**src/rtl/fp_align_pipe.sv**
```systemverilog
// fp_align_pipe: two-stage front end of the floating-point adder.
// S1 compares operand magnitudes, picks the larger one and works out the effective
// operation and result sign. S2 right-aligns the smaller mantissa with guard, round
// and sticky bits. The stages are linked by a valid/ready handshake with 2-cycle latency.
module fp_align_pipe #(
  parameter  int EXP_W = 8,
  parameter  int MAN_W = 23,
  localparam int W     = 1 + EXP_W + MAN_W,
  localparam int AW    = MAN_W + 4
) (
  input  logic             clk,
  input  logic             rst,
  input  logic             in_valid,
  output logic             in_ready,
  input  logic [W-1:0]     a,
  input  logic [W-1:0]     b,
  input  logic             op_sub,
  output logic             out_valid,
  input  logic             out_ready,
  output logic [EXP_W-1:0] l_exp,
  output logic [AW-1:0]    l_man,
  output logic [AW-1:0]    s_man,
  output logic             eff_sub,
  output logic             res_sign,
  output logic             swap,
  output logic             equal,
  output logic             zero_result,
  output logic             special
);

  // ---------------------------------------------------------------------------
  // Operand field split
  // ---------------------------------------------------------------------------
  logic             sign_a, sign_b;
  logic [EXP_W-1:0] exp_a, exp_b;
  logic [MAN_W-1:0] man_a, man_b;
  logic [W-2:0]     mag_a, mag_b;
  logic             hid_a, hid_b;
  logic [EXP_W-1:0] eexp_a, eexp_b;

  assign sign_a = a[W-1];
  assign sign_b = b[W-1];
  assign exp_a  = a[W-2 -: EXP_W];
  assign exp_b  = b[W-2 -: EXP_W];
  assign man_a  = a[MAN_W-1:0];
  assign man_b  = b[MAN_W-1:0];
  assign mag_a  = a[W-2:0];
  assign mag_b  = b[W-2:0];

  // A denormal has no hidden bit but sits at the same scale as exponent 1.
  assign hid_a  = |exp_a;
  assign hid_b  = |exp_b;
  assign eexp_a = hid_a ? exp_a : EXP_W'(1);
  assign eexp_b = hid_b ? exp_b : EXP_W'(1);

  // ---------------------------------------------------------------------------
  // S1 combinational compare
  // ---------------------------------------------------------------------------
  logic             swap_c, equal_c, eff_sub_c, zero_c, res_sign_c, special_c;
  logic [EXP_W-1:0] l_exp_c, diff_c;
  logic [AW-1:0]    l_man_c, s_unsh_c;

  assign swap_c     = mag_b > mag_a;
  assign equal_c    = mag_a == mag_b;
  assign eff_sub_c  = sign_a ^ sign_b ^ op_sub;
  assign zero_c     = equal_c & eff_sub_c;
  assign res_sign_c = zero_c ? 1'b0 : (swap_c ? (sign_b ^ op_sub) : sign_a);
  assign special_c  = (&exp_a) | (&exp_b);

  // Route the larger operand to the l_* path and the smaller one to the shifter.
  // The larger magnitude never has the smaller effective exponent, so diff is non-negative.
  always_comb begin
    // NOTE: every output of a combinational block gets a default first so no path
    // leaves it unassigned, which would otherwise infer a latch.
    l_exp_c  = eexp_a;
    l_man_c  = {hid_a, man_a, 3'b000};
    s_unsh_c = {hid_b, man_b, 3'b000};
    diff_c   = eexp_a - eexp_b;
    if (swap_c) begin
      l_exp_c  = eexp_b;
      l_man_c  = {hid_b, man_b, 3'b000};
      s_unsh_c = {hid_a, man_a, 3'b000};
      diff_c   = eexp_b - eexp_a;
    end
  end

  // ---------------------------------------------------------------------------
  // Pipeline registers and handshake
  // ---------------------------------------------------------------------------
  logic             s1_valid, s2_valid;
  logic             s2_load;
  logic [EXP_W-1:0] s1_l_exp, s1_diff;
  logic [AW-1:0]    s1_l_man, s1_s_unsh;
  logic             s1_eff_sub, s1_res_sign, s1_swap, s1_equal, s1_zero, s1_special;

  // S2 takes new data whenever its current content leaves or it holds nothing.
  assign s2_load  = !s2_valid | out_ready;
  assign in_ready = !s1_valid | s2_load;

  // ---------------------------------------------------------------------------
  // S2 combinational barrel shift with sticky collection
  // ---------------------------------------------------------------------------
  logic [AW-1:0] shifted, aligned;
  logic [31:0]   diff_ext;
  logic          sticky;

  assign diff_ext = 32'(s1_diff);
  assign shifted  = s1_s_unsh >> s1_diff;
  // Any bit lost by the shift shows up as a difference after shifting back.
  assign sticky   = (shifted << s1_diff) != s1_s_unsh;

  // Fold the lost bits into the LSB; a shift past the whole field leaves only sticky.
  always_comb begin
    aligned = {shifted[AW-1:1], shifted[0] | sticky};
    if (diff_ext >= 32'(AW)) begin
      aligned = {{(AW-1){1'b0}}, |s1_s_unsh};
    end
  end

  // S1 captures compare results whenever it can accept an operand pair.
  always_ff @(posedge clk) begin
    // NOTE: sequential state uses non-blocking assignments so every register
    // samples pre-edge values regardless of statement order.
    if (rst) begin
      // NOTE: data registers are cleared too, because the outputs must read zero
      // straight after reset, not just be flagged invalid.
      s1_valid    <= 1'b0;
      s1_l_exp    <= '0;
      s1_diff     <= '0;
      s1_l_man    <= '0;
      s1_s_unsh   <= '0;
      s1_eff_sub  <= 1'b0;
      s1_res_sign <= 1'b0;
      s1_swap     <= 1'b0;
      s1_equal    <= 1'b0;
      s1_zero     <= 1'b0;
      s1_special  <= 1'b0;
    end else if (in_ready) begin
      s1_valid <= in_valid;
      if (in_valid) begin
        s1_l_exp    <= l_exp_c;
        s1_diff     <= diff_c;
        s1_l_man    <= l_man_c;
        s1_s_unsh   <= s_unsh_c;
        s1_eff_sub  <= eff_sub_c;
        s1_res_sign <= res_sign_c;
        s1_swap     <= swap_c;
        s1_equal    <= equal_c;
        s1_zero     <= zero_c;
        s1_special  <= special_c;
      end
    end
  end

  // S2 captures the aligned result and holds it while downstream stalls.
  always_ff @(posedge clk) begin
    if (rst) begin
      s2_valid    <= 1'b0;
      l_exp       <= '0;
      l_man       <= '0;
      s_man       <= '0;
      eff_sub     <= 1'b0;
      res_sign    <= 1'b0;
      swap        <= 1'b0;
      equal       <= 1'b0;
      zero_result <= 1'b0;
      special     <= 1'b0;
    end else if (s2_load) begin
      s2_valid <= s1_valid;
      if (s1_valid) begin
        l_exp       <= s1_l_exp;
        l_man       <= s1_l_man;
        s_man       <= aligned;
        eff_sub     <= s1_eff_sub;
        res_sign    <= s1_res_sign;
        swap        <= s1_swap;
        equal       <= s1_equal;
        zero_result <= s1_zero;
        special     <= s1_special;
      end
    end
  end

  assign out_valid = s2_valid;

endmodule

```
**config.mk**
```make
export PLATFORM = sky130hd
export DESIGN_NAME = fp_align_pipe
export DESIGN_NICKNAME = d
export VERILOG_FILES = /design/src/rtl/fp_align_pipe.sv
export SDC_FILE = /design/constraint.sdc
export NUM_CORES = 1
export LEC_CHECK = 0
export CAP_MARGIN = 20
export CORE_ASPECT_RATIO = 0.8
export CORE_UTILIZATION = 60
export CTS_BUF_LIST = sky130_fd_sc_hd__clkbuf_2 sky130_fd_sc_hd__clkbuf_4 sky130_fd_sc_hd__clkbuf_8
export DETAILED_ROUTE_END_ITERATION = 12
export GPL_TIMING_DRIVEN = 1
export PLACE_DENSITY = 0.86
export SYNTH_ARGS = -nofsm -noshare
export SYNTH_HDL_FRONTEND = slang
export SYNTH_SLANG_ARGS = --single-unit
```
**constraint.sdc**
```tcl
create_clock -name clk -period 5.88 [get_ports clk]
set_clock_uncertainty 0.15 [all_clocks]
set_input_delay 1.176 -clock clk [delete_from_list [all_inputs] [get_ports clk]]
set_output_delay 1.176 -clock clk [all_outputs]
set_load 0.05 [all_outputs]
```
==> impl_metrics.csv <==
group,metric,value,unit
sta,rsz0062_at_grt,"false",
sta,setup_viol,0,
sta,hold_violations,0,
cts,htreeDepth,4,
worst_setup_path,end_kind,"register",
sta,period_needed,5.192,ns
synthesis,synth_cell_types,89,
run_status,status,"finished clean",
worst_setup_path,critPathLaunchType,"register",
power,p_leak,4.630,nW
cts,root_buffer,"clkbuf_8",
routing,ant_nets,0,
worst_setup_path,critPathMaxFanout,20,
placement,dp_hpwl,28.26,mm
cts,cts_buffers,17,
cts,cts_num_sinks,137,
finish,postLayoutCellArea,12240,sq um
synthesis,ys.flop_type,"dfxtp_1",
sta,worst_pin_slew,1.105,ns
power,p_per_area,257.1,nW/um^2
sta,fin_crit_sh,0.8831,
synthesis,ys_async_sr_fraction,0,
placement,placed_area,11830,sq um
worst_setup_path,reg2regPathDepth,12,
cts,insertion_delay,0.48,ns
synthesis,synth_edf_count,0,
routing,drt-total-wl,40.30,mm
power,ir_worst_vdd,0.1651,mV
die,io_pins,139,
synthesis,netlist_area,10480,sq um
routing,drt_first_pass_iters,8,
grt,grt_pass1_wl,62.31,mm
placement,portBuffers,135,
worst_setup_path,worstPathRequired,6.14,ns
grt,grt_start_max_net_pins,103,
die,die_x,149.8,um
cts,cts-resized-gates,0,
grt,track_usage,0.4502,
routing,vias_per_cell,6.965,
routing,initialDrtViolationCount,1583,
grt,grt_pass1_vias,11050,
finish,area_growth,16.81,%
die,core,16820,sq um
sta,setup_slack,0.6876,ns
grt,grt_busiest_layer,"met2",
synthesis,ys_warn_count,0,
placement,dp_slack,0.7727,ns
die,fp.dieH,120.2,um
worst_hold_path,hold_depth,2,
run,drv_cap,0,
worst_hold_path,hold_class,"register to register",
die,start_util,0.6233,
sta,fmax,192.6,MHz
routing,post_drt_wl_per_cell,24.16,um
sta,finalSetupTns,0,ns
synthesis,synth_top_area_frac,0.2617,
grt,use_met3,0.1325,
placement,place_congestion,1.082,
finish,final_layout_size_suffix_gt1_frac,0.07878,
grt,grt-ovfl-total,0,
finish,layout.nets,1550,
power,power.total,3.148,mW
synthesis,yosys.area.top_type,"dfxtp_1",
synthesis,syn_inst,1373,
routing,via_count,11620,
die,rows,42,
routing,drc,0,
grt,grt_util_met1,0.5907,
sta,holdWs,0.3065,ns
cts,clockBufferDepth,2,
synthesis,synth.avg_cell_area,7.634,sq um
cts,cts_tree,"yes",
die,dieArea,18000,sq um
worst_setup_path,path_class,"register to register",
sta,slew_headroom,0.2576,
synthesis,yosys-top-cells-area,"dfxtp_1 26%, mux2i_1 11%, nand2_1 5.6%",
grt,antenna_found_initial,0,
cts,post_cts_buffers,0,
synthesis,yosysSeqAreaShare,0.2617,
sta,drv_slew,0,
cts,hold_buffers,0,
synthesis,ys_ff_latch,137,
cts,clk_pin_slew,0.09,ns
grt,grt_util_met2,0.6722,
worst_setup_path,arrival,5.45,ns
==> power by group <==
group          total (mW)  internal [mW]  switching, mW
Sequential           1.09          0.985          0.104
Combinational        1.22          0.428          0.796
Clock               0.834          0.365          0.470
==> metrics by stage <==
stage / util / std cells
floorplan: - / 1375
global placement: 0.7036 / 1634
detailed placement: 0.7036 / 1634
CTS: 0.7275 / 1666
global route: 0.7279 / 1667
finish: 0.7281 / 1668
==> cells in the final DEF (no fill, tap or decap), types with 10 or more instances in the layout <==
cell and count:
a31oi_1 15, nand2b_1 14, nor3_1 27, o21a_1 10, a21o_1 12, nand2_1 155, a21oi_1 98, ha_1 45
nor2_1 147, nand3_1 33, o211ai_1 12, o22ai_1 12, clkdlybuf4s50_1 134, buf_4 32, a22oi_1 20, or3_1 14
o21ai_0 48, a211oi_1 69, dfxtp_1 134, clkbuf_8 18, nand4_1 25, inv_1 56, mux2i_1 110
==> synthesized netlist by cell type, types with 14 or more instances <==
| library cell | instances |
|---|---|
| or3_1 | 14 |
| clkbuf_1 | 97 |
| o21ai_0 | 48 |
| inv_1 | 56 |
| dfxtp_1 | 137 |
| a22oi_1 | 20 |
| mux2i_1 | 110 |
| a211oi_1 | 69 |
| nand2_1 | 155 |
| nand2b_1 | 15 |
| a31oi_1 | 15 |
| nor3_1 | 27 |
| a21oi_1 | 99 |
| nor2_1 | 147 |
| nand4_1 | 25 |
| nand3_1 | 33 |
| ha_1 | 45 |
==> sequential cells by signal, summed over array words and instances, names as in the netlist, 8 cells and up <==
signal     flops
s_man         27
l_man         24
s1_s_unsh     24
s1_diff        8
s1_l_man      24
s1_l_exp       8
l_exp          8
==> cell families (layout without fill, tap and decap cells) <==
group / after synthesis / after routing / synth area share
AOI/OAI and AO/OA: 402 / 402 / 0.2695
muxes: 123 / 123 / 0.1265
other: 1 / 4 / 0.0003578
DFF: 137 / 137 / 0.2617
buffers and inverters: 185 / 257 / 0.07234
and+or+nand+nor: 471 / 471 / 0.2062
xor gates and xnor gates: 7 / 7 / 0.005849
adders and majority gates: 47 / 47 / 0.05754
==> critical path, cell delays in order, from the launching register on <==
cell	delay, ns
dfxtp_1	0.84
or3b_1	0.63
o22ai_1	0.33
a22o_1	0.30
a211oi_1	0.89
o32ai_1	0.46
o2111a_1	0.39
a211oi_1	0.37
o21ai_0	0.20
nor2b_1	0.17
o21ai_0	0.17
nand2_1	0.07
a21oi_1	0.14
==> final timing paths <==
check / from / to / slack [ns]
worst max-delay path: s1_diff[6]$_SDFFE_PP0P_ / s_man[0]$_SDFFE_PP0P_ / 0.69
worst min-delay path: zero_result$_SDFFE_PP0P_ / zero_result$_SDFFE_PP0P_ / 0.31
worst max register to register: s1_diff[6]$_SDFFE_PP0P_ / s_man[0]$_SDFFE_PP0P_ / 0.69
worst min register to register: zero_result$_SDFFE_PP0P_ / zero_result$_SDFFE_PP0P_ / 0.31
==> routing by layer <==
| layer | wire (um) | vias to the layer above | share of wire |
|---|---|---|---|
| met5 | 0 | - | 0 |
| met4 | 1863 | 0 | 0.046 |
| met3 | 4948 | 169 | 0.12 |
| met2 | 17380 | 886 | 0.43 |
| met1 | 16110 | 5397 | 0.40 |
| li1 | - | 5166 | - |
==> final cells by class <==
class	instances	area, sq um
inverters	58	217.7
diodes	1	2.502
repair buffers	167	1589
clock inverters	14	152.6
flip-flops and latches	137	2746
well taps	220	275.3
clock buffers	18	247.7
fillers	1287	4573
multi-input cells	1053	7012
No activity file was read; power rests on OpenSTA's default activity.
